===== config.mk =====
export PLATFORM = sky130hd
export DESIGN_NAME = phase_sequencer
export DESIGN_NICKNAME = d
export VERILOG_FILES = /design/src/rtl/phase_sequencer.sv
export SDC_FILE = /design/constraint.sdc
export NUM_CORES = 1
export LEC_CHECK = 0
export ABC_AREA = 0
export BUFFER_PORTS_ARGS = -buffer_cell sky130_fd_sc_hd__buf_2
export CAP_MARGIN = 40
export CORE_ASPECT_RATIO = 1.75
export CORE_UTILIZATION = 40
export CTS_CLUSTER_SIZE = 16
export DETAILED_ROUTE_END_ITERATION = 12
export PLACE_DENSITY = 0.6
export SLEW_MARGIN = 20
export SYNTH_ARGS = -nofsm -noshare
export SYNTH_HDL_FRONTEND = slang
export SYNTH_SLANG_ARGS = --single-unit

===== constraint.sdc =====
create_clock -name clock -period 7.2 [get_ports clock]
set_input_delay 0.36 -clock clock [delete_from_list [all_inputs] [get_ports clock]]
set_output_delay 0.36 -clock clock [all_outputs]
set_load 0.05 [all_outputs]

===== src/rtl/phase_sequencer.sv =====
// -----------------------------------------------------------------------------
// phase_sequencer
//
// Generates the per-phase strobes for a multi-phase processor round. Each round
// is NUM_PHASES phases long and every phase lasts D clock cycles. D comes from
// div_ratio, which is captured only when phase 0 is entered. A value of 0 is
// treated as 1.
//
// At the end of every phase the sequencer samples stall_req. If the memory or
// register file is busy, the sequencer parks in STALL until the request drops.
// When enable falls, the current round still runs to completion. The sequencer
// then returns to IDLE.
//
// Optional feature (compile-time macro PHASE_SEQ_WATCHDOG_EN):
//   Adds a stall watchdog. When a stall lasts 2^DIV_W-1 consecutive cycles the
//   sequencer is forced back to RUN, and the sticky stall_timeout flag is set.
//   Only reset clears stall_timeout.
//
// Parameters
//   NUM_PHASES : phases per round (2..8)
//   DIV_W      : width of div_ratio and of the watchdog counter
//
// Ports
//   clock         in   system clock, rising edge
//   reset         in   asynchronous active-low reset
//   enable        in   1 = keep running rounds, 0 = stop after current round
//   div_ratio     in   cycles per phase (0 behaves as 1)
//   stall_req     in   hold request, sampled on the last cycle of each phase
//   phase_en      out  one-hot strobe on the first cycle of each phase
//   phase_idx     out  current phase index
//   round_done    out  pulse on the last cycle of the final phase
//   stall_ack     out  high while held in STALL
//   running       out  high in RUN or STALL
//   stall_timeout out  (watchdog build only) sticky watchdog expiry flag
//
// State table
//   state   | meaning
//   --------+---------------------------------------------------------------
//   S_IDLE  | no round in progress; waiting for enable
//   S_RUN   | counting cycles within the current phase
//   S_STALL | phase finished, next phase held off by stall_req
// -----------------------------------------------------------------------------
module phase_sequencer #(
    parameter int NUM_PHASES = 4,
    parameter int DIV_W      = 8
) (
    input  logic                  clock,
    input  logic                  reset,
    input  logic                  enable,
    input  logic [DIV_W-1:0]      div_ratio,
    input  logic                  stall_req,
    output logic [NUM_PHASES-1:0] phase_en,
    output logic [2:0]            phase_idx,
    output logic                  round_done,
    output logic                  stall_ack,
    output logic                  running
`ifdef PHASE_SEQ_WATCHDOG_EN
    ,
    output logic                  stall_timeout
`endif
);

    typedef enum logic [1:0] {
        S_IDLE  = 2'd0,
        S_RUN   = 2'd1,
        S_STALL = 2'd2
    } state_t;

    localparam logic [2:0] LAST_PHASE = 3'(NUM_PHASES - 1);

    state_t           state_q, state_d;
    logic [2:0]       phase_q, phase_d;
    logic [DIV_W-1:0] count_q, count_d;
    logic [DIV_W-1:0] div_q,   div_d;

    logic [DIV_W-1:0] div_eff;
    logic             last_cycle;
    logic             advance;
    logic             wd_expire;

    // A ratio of 0 would give a phase with no cycles, so it is promoted to 1.
    assign div_eff    = (div_ratio == '0) ? DIV_W'(1) : div_ratio;
    // div_q is never 0 once latched, so this subtraction cannot wrap.
    assign last_cycle = (count_q == (div_q - DIV_W'(1)));

`ifdef PHASE_SEQ_WATCHDOG_EN
    // The counter holds the number of completed stall cycles minus one. It
    // reaches 2^DIV_W-2 on the (2^DIV_W-1)-th consecutive stall cycle.
    localparam logic [DIV_W-1:0] WD_LAST = {DIV_W{1'b1}} - DIV_W'(1);

    logic [DIV_W-1:0] wd_q, wd_d;
    logic             timeout_q, timeout_d;

    assign wd_expire = (state_q == S_STALL) && (wd_q == WD_LAST);

    always_comb begin
        wd_d      = '0;
        timeout_d = timeout_q;
        if (state_q == S_STALL && stall_req) begin
            if (wd_expire) begin
                timeout_d = 1'b1;
            end else begin
                wd_d = wd_q + DIV_W'(1);
            end
        end
    end

    always_ff @(posedge clock or negedge reset) begin
        if (!reset) begin
            wd_q      <= '0;
            timeout_q <= 1'b0;
        end else begin
            wd_q      <= wd_d;
            timeout_q <= timeout_d;
        end
    end

    assign stall_timeout = timeout_q;
`else
    assign wd_expire = 1'b0;
`endif

    always_comb begin
        state_d = state_q;
        phase_d = phase_q;
        count_d = count_q;
        div_d   = div_q;
        advance = 1'b0;

        case (state_q)
            S_IDLE: begin
                if (enable) begin
                    state_d = S_RUN;
                    phase_d = '0;
                    count_d = '0;
                    div_d   = div_eff;
                end
            end
            S_RUN: begin
                if (!last_cycle) begin
                    count_d = count_q + DIV_W'(1);
                end else if (stall_req) begin
                    // Hold the phase index. The phase advances on exit from STALL.
                    state_d = S_STALL;
                    count_d = '0;
                end else begin
                    advance = 1'b1;
                end
            end
            S_STALL: begin
                if (!stall_req || wd_expire) begin
                    advance = 1'b1;
                end
            end
            default: begin
                state_d = S_IDLE;
                phase_d = '0;
                count_d = '0;
            end
        endcase

        // The phase step is shared by the RUN and STALL exits. This lets the
        // enable check at a round boundary also apply after a stall that began
        // on the round_done cycle.
        if (advance) begin
            count_d = '0;
            if (phase_q == LAST_PHASE) begin
                phase_d = '0;
                if (enable) begin
                    state_d = S_RUN;
                    div_d   = div_eff;
                end else begin
                    state_d = S_IDLE;
                end
            end else begin
                phase_d = phase_q + 3'd1;
                state_d = S_RUN;
            end
        end
    end

    always_ff @(posedge clock or negedge reset) begin
        if (!reset) begin
            state_q <= S_IDLE;
            phase_q <= '0;
            count_q <= '0;
            div_q   <= DIV_W'(1);
        end else begin
            state_q <= state_d;
            phase_q <= phase_d;
            count_q <= count_d;
            div_q   <= div_d;
        end
    end

    // The outputs decode from registered state only. Reset therefore clears
    // them as soon as reset is asserted, without waiting for a clock edge.
    assign phase_en   = (state_q == S_RUN && count_q == '0)
                        ? (NUM_PHASES'(1) << phase_q) : '0;
    assign phase_idx  = phase_q;
    assign round_done = (state_q == S_RUN) && last_cycle && (phase_q == LAST_PHASE);
    assign stall_ack  = (state_q == S_STALL);
    assign running    = (state_q != S_IDLE);

endmodule

==> run metrics, run 1 <==
outcome finished, final reports clean; final setup violating endpoints 0; Routability Congestion 0.966; Avg WL per Cell 15.6 um; clock buffer depth 2; initial antenna violation count 0; Synth area leaders dfrtp_1 32%, ha_1 8.8%, mux2_2 5.0%; Distinct cells, synth 47; Chip Width 49.2 um; I/O Pins 22; post-synth top area share 32.1%; leakage power 0.776 nW; Crit Path Max Fanout 8; DRT Wirelength 3.64 mm; Post-Route Utilization 47.5%; Cell Rows 29; Core Area 0.00366 mm^2; Post-DRT Antenna Nets 0; Fin. Hold Viols 0; Worst Path Required 6.84 ns; share of cells above drive strength 1 19.7%; Post-DP HPWL 2.96 mm; Synth Area per Inst 9.24 um^2; Sum Neg Setup Slack 0 ns; CTS Hold Bufs 0; number of CTS-inserted buffers 3; CP Cell Sequence inv_1 -> ha_1 -> and2b_1 -> or3_1 -> a31oi_1 -> o211ai_1 -> nor2_1 -> buf_2; first-pass GRT wire length 6.20 mm; Worst Max-Slew Pin Slew 0.629 ns; GRT overflow 0; # diodes 0; Iteration-0 DRC Markers 37; FF-to-FF Start div_q[0]; async set-reset flop share out of synthesis 100%; Storage cell area 527 um^2; largest net degree at the start of global routing 22; Critical Path End Type primary output; initial core utilization 42.6%; Post-synth EDFFs 0; Final nets 212; GRT met2 Usage 36.7%; Via density 5.72; CTS tree built; global-route usage over all layers 19.6%; Main synth FF type dfrtp_1; Die H 84.7 um; Post-CTS Setup Inserts 0; number of fillers in the final layout 350; RSZ-0062 raised after global routing false; clk_skew 0.00638 ns; fin. max-slew vios 0; WS Path Type reg2out; router iterations before antenna repair 4; via count 1,339; WP buf/inv 2; area of the die 0.00417 mm^2; H-tree Lvls 1; gr busiest metal met2; number of remaining DRC errors 0; CTS sink count 21; clk_lat worst skew 0.26 ns; Overall Power 0.000604 W; Top Family by Delay on Critical Path simple AND/OR/NAND/NOR gates; crit-path max cell delay 0.59 ns; number of global-route vias before repair 1,281; Rel. slew slack 57.9%; most numerous cell in the Yosys netlist dfrtp_1; max-cap violations 0; synthesized area 0.00156 mm^2; startpoint types flop; crit path time final 3.23 ns; GR met3 Demand/Resource 2.36%; fin crit share 44.8%; sequential share of the synthesized area 33.7%; hold_ws 0.0459 ns; Syn Nets 192; Yosys warnings 0; R2R depth 8; multi-input combinational cell area 951 um^2; Clock Tree Root clkbuf_8; Data arrival, critical path 2.87 ns; Crit-path slowest cell dfstp_2; Cell Pwr Density 347 mW/mm^2; leading area contributor after synthesis dfrtp_1; flops & latches, synth 21; post_cts resized 0; hold crit path type in2async; Max Clk Rate 310 MHz; Worst-path clk slew 0.08 ns; Syn Inst Count 169; synth cell count leaders 20 x dfrtp_1, 16 x nand2_1, 15 x inv_1, 11 x ha_1, 9 x nand4_1; reg2reg end div_q[7]; Max IR drop VDD 0.197 mV; met1 usage 21.5%; area grow syn2layout 11.5%; R2R Setup Slk 4.22 ns; IO buf count 21
==> cell type report <==
| cell class | instances | area share (%) |
|---|---|---|
| Multi-Input combinational cell | 127 | 54.6 |
| Clock buffer | 4 | 2.59 |
| Tap cell | 46 | 3.30 |
| Inverter | 15 | 3.23 |
| Sequential cell | 21 | 30.2 |
| Timing Repair Buffer | 21 | 6.03 |
==> flip-flops by register name, summed over array words and instances, names as in the netlist <==
signal	cells
phase_idx	3
div_q	8
state_q	2
count_q	8
==> cell families (layout without fill, tap and decap cells) <==
family | after synthesis | after routing | synth area share [%]
compound gates | 25 | 25 | 13.8
xor+xnor | 8 | 8 | 4.49
fa+ha+maj | 11 | 11 | 8.81
buf+inv | 21 | 40 | 5.37
flops | 21 | 21 | 33.7
mux | 12 | 12 | 8.25
simple gates | 71 | 71 | 25.6
==> how the worst max path moves through the flow <==
stage | endpoint | depth (start not counted) | slack [ns] | from
finish | round_done | 8 | 3.97 | div_q[0]
global route | round_done | 8 | 3.84 | div_q[0]
CTS | round_done | 8 | 3.97 | div_q[0]
detailed placement | div_q[7] | 8 | 4.19 | div_q[0]
global placement | div_q[2] | 8 | 4.22 | div_q[0]
floorplan | round_done | 7 | 4.28 | div_q[0]
==> power by group <==
| part | switching, W | leakage, nW | internal [W] |
|---|---|---|---|
| Combinational | 0.000200 | 0.482 | 0.000127 |
| Sequential | 0.0000440 | 0.271 | 0.000155 |
| Clock | 0.0000380 | 0.0228 | 0.0000394 |
| Total | 0.000282 | 0.776 | 0.000322 |
==> per-layer routing <==
metal | up-vias | routed length, um
met1 | 643 | 1330
met2 | 44 | 2110
met5 | - | 0
met4 | 0 | 90
met3 | 7 | 114
li1 | 645 | -
==> stage by stage <==
stage	cells	worst slack (ns)	cell area [um^2]
global placement	230	4.22	1700
global route	234	3.84	1740
finish	234	3.97	1740
detailed placement	230	4.19	1700
floorplan	169	4.28	1560
CTS	234	3.97	1740
==> cell usage in the layout (no fill, tap or decap), types with 3 or more instances in the layout <==
master,netlist,final
inv_1,15,15
nand4_1,9,9
nor3_1,3,3
or3_1,3,3
dfrtp_1,20,20
nand2_1,16,16
and3_1,3,3
ha_1,11,11
a21oi_1,3,3
clkbuf_8,0,3
buf_2,1,21
o21ai_0,3,3
xnor2_1,6,6
and2_1,6,6
nand3_1,7,7
nor2_1,7,7
o221ai_1,4,4
mux2i_1,5,5
mux2_2,7,7
nor2b_1,3,3
nand2b_1,3,3
No activity file was read; power rests on OpenSTA's default activity.
==> inputs of run 2 (changes only) <==
- PLACE_DENSITY: 0.6 -> 0.62
- clock period: 7.2 -> 2.7 ns (I/O delays scaled with it)
==> run 2 against run 1 <==
  * Design area rose by 8.1%
  * Critical endpoint is now div_q[3]
  * Global-route usage rose by 1.2 points
  * Clock power grew to 2.7 times the previous value
  * Hold slack improved by 0.071 ns
  * Sequential power rose to 2.6 times the previous value
  * First-iteration DRC count rose by 24%
  * Largest cell class unchanged
  * Critical path type is now reg2reg
==> run metrics, run 2 (synthesis results as in run 1) <==
Final nets 226 (was 212); CTS tree built (unchanged); # diodes 0 (unchanged); number of CTS-inserted buffers 3 (unchanged); clk_lat worst skew 0.27 ns (was 0.26 ns); GRT overflow 0 (unchanged); WP buf/inv 3 (was 2); Critical Path End Type flop (was primary output); Cell Rows 29 (unchanged); share of cells above drive strength 1 26.7% (was 19.7%); Max IR drop VDD 0.567 mV (was 0.197 mV); met1 usage 22.3% (was 21.5%); most used cell, CP buf_4; GR met3 Demand/Resource 1.81% (was 2.36%); fin. max-slew vios 0 (unchanged); Chip Width 49.2 um (unchanged); Via density 5.62 (was 5.72); Rel. slew slack 67.6% (was 57.9%); clock buffer depth 2 (unchanged); crit path time final 2.63 ns; Die H 84.7 um (unchanged); outcome finished, final reports clean (unchanged); final setup violating endpoints 0 (unchanged); Post-DP Area 0.00176 mm^2 (was 0.00170 mm^2); gr busiest metal met2 (unchanged); fin crit share 97.5%; Core Area 0.00366 mm^2 (unchanged); crit-path max cell delay 0.56 ns (was 0.59 ns); initial antenna violation count 0 (unchanged); IO buf count 21 (unchanged); GRT met2 Usage 39.5% (was 36.7%); RSZ-0062 raised after global routing true (was false); Top Family by Delay on Critical Path flip-flops (was simple AND/OR/NAND/NOR gates); I/O Pins 22 (unchanged); Fin. Hold Viols 0 (unchanged); number of global-route vias before repair 1,457 (was 1,281); WS Path Type reg2reg (was reg2out); leakage power 0.849 nW (was 0.776 nW); area of the die 0.00417 mm^2 (unchanged); Iteration-0 DRC Markers 46 (was 37); Avg WL per Cell 15.7 um (was 15.6 um); Worst Path Required 2.85 ns (was 6.84 ns); Clock Tree Root clkbuf_8 (unchanged); Final Instance Area 0.00188 mm^2 (was 0.00174 mm^2); CP Cell Sequence inv_1 -> ha_1 -> buf_4 -> nor4b_2 -> xnor2_1 -> nor4_2 -> buf_4 -> o2111ai_2 -> a21oi_4 -> mux2_2 (was inv_1 -> ha_1 -> and2b_1 -> or3_1 -> a31oi_1 -> o211ai_1 -> nor2_1 -> buf_2); Max Clk Rate 380 MHz; max-cap violations 0 (unchanged); Post-DRT Antenna Nets 0 (unchanged); DRT Wirelength 3.89 mm (was 3.64 mm); number of remaining DRC errors 0 (unchanged); via count 1,394 (was 1,339); area grow syn2layout 20.6% (was 11.5%); initial core utilization 42.6% (unchanged); Overall Power 0.00181 W (was 0.000604 W); largest net degree at the start of global routing 22 (unchanged); global-route usage over all layers 20.8% (was 19.6%); Data arrival, critical path 2.78 ns (was 2.87 ns); hold crit path type in2reg (was in2async); CTS sink count 21 (unchanged); Crit Path Max Fanout 8 (unchanged); Post-DP HPWL 2.96 mm (about the same); most frequent cells in the layout 20 x dfrtp_1, 20 x buf_2, 16 x nand2_1 (was 21 x buf_2, 20 x dfrtp_1, 16 x nand2_1); clk_skew 0.00751 ns (was 0.00638 ns); H-tree Lvls 1 (unchanged); Worst Max-Slew Pin Slew 0.486 ns (was 0.629 ns); Worst-path clk slew 0.08 ns (about the same); router iterations before antenna repair 4 (unchanged); Cell Pwr Density 960 mW/mm^2 (was 347 mW/mm^2); Crit-path slowest cell dfstp_2 (unchanged); startpoint types flop (unchanged); first-pass GRT wire length 6.71 mm (was 6.20 mm); Routability Congestion 0.838 (was 0.966)
==> run 2: changes by cell type in the layout (fill, tap and decap cells not counted), sizes merged <==
cell / previous run / this run
buf: 21 / 34
clkbuf: 4 / 3
clkinv: 0 / 1
dlygate4sd3: 0 / 1
==> run 2: final cells by class <==
type	instances	area [um^2]
sequential	21	527
tap	46	57.6
inverter	15	56.3
timing repair buffer	35	219
multi-input combinational	127	977
clock buffer	3	41.3
clock inverter	1	5.00
fill	368	1780
==> run 2: stage by stage <==
stage	worst slack [ns]	TNS [ns]	utilization (%)	hold slack, ns	cells
after floorplan	0.00611	0	-	-0.161	169
after global placement	0.0908	0	47.9	0.117	238
after detailed placement	-0.0158	-0.0629	47.9	0.130	238
after CTS	0.00810	0	49.7	0.114	243
after global routing	-0.0746	-0.536	51.4	0.119	248
final	0.0669	0	51.4	0.117	248
==> run 2: repair_timing <==
item / 4_1_cts / 5_1_grt
setup endpoints to repair: 8 / 16
endpoints found under the hold margin: 20 / 0
hold buffers: 1 / 0
gates resized for setup: 2 / 4
cloned: 0 / 0
setup buffers: 0 / 5
pin swaps: 0 / 3
==> run 2: final timing paths <==
| kind | from | to | slack (ns) | depth (start not counted) |
|---|---|---|---|---|
| hold reg to reg | div_q[0] | div_q[0] | 0.55 | 2 |
| setup / recovery | div_q[0] | div_q[3] | 0.07 | 10 |
| setup reg to reg | div_q[0] | div_q[3] | 0.07 | 10 |
| max in group asynchronous | reset | div_q[0] | 1.99 | 2 |
| hold / removal | div_ratio[7] | div_q[7] | 0.12 | 2 |
| min in group asynchronous | reset | count_q[4] | 0.36 | 2 |
==> run 2: per-layer routing <==
metal,up-vias,wire (um)
met5,-,0
met1,672,1500
met2,37,2210
met4,0,57
met3,5,132
li1,680,-
==> run 2: power breakdown <==
part           switching, W  internal [W]  leakage [nW]  total (W)
Sequential        0.0000948      0.000414         0.271   0.000508
Clock              0.000108      0.000103        0.0255   0.000211
Combinational      0.000629      0.000460         0.552    0.00109
==> inputs of run 3 (changes only) <==
- CAP_MARGIN: 40 -> 20
- CORE_UTILIZATION: 40 -> 51
- PLACE_DENSITY: 0.62 -> 0.76
==> run 3 against run 2 <==
  * Critical endpoint is now round_done
  * Critical path type is now reg2out
  * Highest routed layer unchanged
  * The run now ends with DRC left
  * Sequential power up 3%
  * Non-clock buffer count down 6
  * Sequential cell count unchanged
  * Maximum frequency up 0.59%
==> run metrics, run 3 (synthesis results as in run 1) <==
outcome complete, but fails checks (was finished, final reports clean); failing checks DRC; crit-path max cell delay 0.59 ns (was 0.56 ns); P_sw 0.000842 W (was 0.000831 W); IO buf count 21 (unchanged); DRT Wirelength 3.90 mm (was 3.89 mm); Crit Path Max Fanout 6 (was 8); clk_lat worst skew 0.27 ns (about the same); area grow syn2layout 18.0% (was 20.6%); first-pass GRT wire length 6.15 mm (was 6.71 mm); Final Instance Area 0.00184 mm^2 (was 0.00188 mm^2); worst hold stages 2 (unchanged); fin. max-slew vios 0 (unchanged); fin crit share 97.0% (was 97.5%); largest net degree at the start of global routing 22 (unchanged); Max Clk Rate 382 MHz (was 380 MHz); Worst Max-Slew Pin Slew 0.483 ns (was 0.486 ns); Max IR drop VDD 0.720 mV (was 0.567 mV); number of global-route vias before repair 1,381 (was 1,457); H-tree Lvls 1 (unchanged); max-cap violations 0 (unchanged); Post-DRT Antenna Nets 0 (unchanged); clock buffer depth 2 (unchanged); Worst Path Required 2.57 ns (was 2.85 ns); Clk pwr share 11.9% (was 11.7%); I/O Pins 22 (unchanged); CP Cell Sequence inv_2 -> ha_4 -> and2b_1 -> or3_4 -> a31oi_4 -> buf_4 -> o211ai_1 -> nor2_1 -> buf_6 (was inv_1 -> ha_1 -> buf_4 -> nor4b_2 -> xnor2_1 -> nor4_2 -> buf_4 -> o2111ai_2 -> a21oi_4 -> mux2_2); startpoint types flop (unchanged); Worst-path clk slew 0.08 ns (about the same); global-route usage over all layers 25.6% (was 20.8%); Gate power share 59.0% (was 60.2%); Via density 6.25 (was 5.62); CTS sink count 21 (unchanged); number of CTS-inserted buffers 3 (unchanged); Post-Route Utilization 62.9% (was 51.4%); CTS tree built (unchanged); Post-DP HPWL 2.96 mm (about the same); Clock Tree Root clkbuf_8 (unchanged); # diodes 0 (unchanged); Cell Pwr Density 979 mW/mm^2 (was 960 mW/mm^2); leakage power 0.815 nW (was 0.849 nW); Sw Ratio 46.7% (was 46.0%); Avg WL per Cell 17.4 um (was 15.7 um); most frequent cells in the layout 20 x buf_2, 19 x dfrtp_1, 16 x nand2_1 (was 20 x dfrtp_1, 20 x buf_2, 16 x nand2_1); Data arrival, critical path 2.48 ns (was 2.78 ns); Flop pwr share 29.1% (was 28.1%); Pint 0.000962 W (was 0.000977 W); number of remaining DRC errors 1 (was 0); Core Area 0.00293 mm^2 (was 0.00366 mm^2); Post-DP Area 0.00172 mm^2 (was 0.00176 mm^2); initial core utilization 53.3% (was 42.6%); R2R depth 9 (was 10); WS Path Type reg2out (was reg2reg); Rel. slew slack 67.5% (was 67.6%); Crit-path slowest cell dfstp_2 (unchanged); clk_skew 0.00801 ns (was 0.00751 ns); via count 1,400 (was 1,394); initial antenna violation count 0 (unchanged); commonest non-fill, non-tap cell in the layout buf_2; Iteration-0 DRC Markers 34 (was 46); Sum Neg Setup Slack 0 ns (unchanged); final setup violating endpoints 0 (unchanged); Cell Rows 26 (was 29); area of the die 0.00330 mm^2 (was 0.00417 mm^2); router iterations before antenna repair 8 (was 4); crit path time final 2.62 ns (was 2.63 ns); hold crit path type in2reg (unchanged); Critical Path End Type primary output (was flop); Final nets 220 (was 226); Fin. Hold Viols 0 (unchanged); Die H 75.2 um (was 84.7 um); GRT overflow 0 (unchanged); Routability Congestion 0.875 (was 0.838); share of cells above drive strength 1 26.0% (was 26.7%); Chip Width 43.8 um (was 49.2 um)
[run 3: power by group through the flow]
stage	combinational (W)	sequential, W	clock, W
5_1_grt	0.00115	0.000538	0.000228
3_3_place_gp	0.000907	0.000519	0
3_5_place_dp	0.000947	0.000526	0
4_1_cts	0.000961	0.000519	0.000219
2_1_floorplan	0.000702	0.000514	0
6_report	0.00106	0.000524	0.000215
[run 3: worst paths after layout]
path | from | to | slack [ns]
max reg2reg | div_q[0] | count_q[5] | 0.16
min reg2reg | div_q[7] | div_q[7] | 0.56
min | div_ratio[4] | div_q[4] | 0.10
max in group asynchronous | reset | div_q[0] | 1.98
min in group asynchronous | reset | div_q[4] | 0.35
max | div_q[0] | round_done | 0.08
[run 3: routing by layer]
| metal | GRT usage (%) | vias to the layer above | routed length, um |
|---|---|---|---|
| met5 | 0 | - | 0 |
| met1 | 26.9 | 681 | 1440 |
| li1 | - | 662 | - |
| met3 | 2.64 | 13 | 122 |
| met4 | 14.6 | 0 | 142 |
| met2 | 47.8 | 44 | 2200 |
[run 3: timing repair]
item | in CTS | in global routing
pin swaps | 0 | 4
endpoints found under the hold margin | 20 | 0
setup buffers | 0 | 1
hold buffers | 1 | 0
resized for setup | 2 | 8
setup endpoints to repair | 8 | 16
[run 3: area by class of cell]
class,count,area (um^2)
fill,243,1080
multi-input combinational,127,988
sequential,21,528
timing repair buffer,29,186
inverter,15,56.3
clock buffer,3,41.3
tap,28,35.0
clock inverter,1,7.51
[run 3: per-stage QoR]
step	power (W)	hold WS, ns	setup slack [ns]	cells
final	0.00180	0.105	0.0823	224
after global routing	0.00192	0.111	-0.0149	224
after CTS	0.00170	0.104	0.0133	223
after detailed placement	0.00147	0.121	-0.0119	218
after global placement	0.00143	0.117	0.0666	218
after floorplan	0.00122	-0.161	0.00611	169
[run 3: worst max-delay path: cells and delay by family, from the launching register on]
family | cells | cell delay [ns]
AO/OA/AOI/OAI | 2 | 0.33
adder cells (fa/ha/maj) | 1 | 0.17
buffers and inverters | 3 | 0.39
flip-flops | 1 | 0.59
AND/OR/NAND/NOR | 3 | 0.73
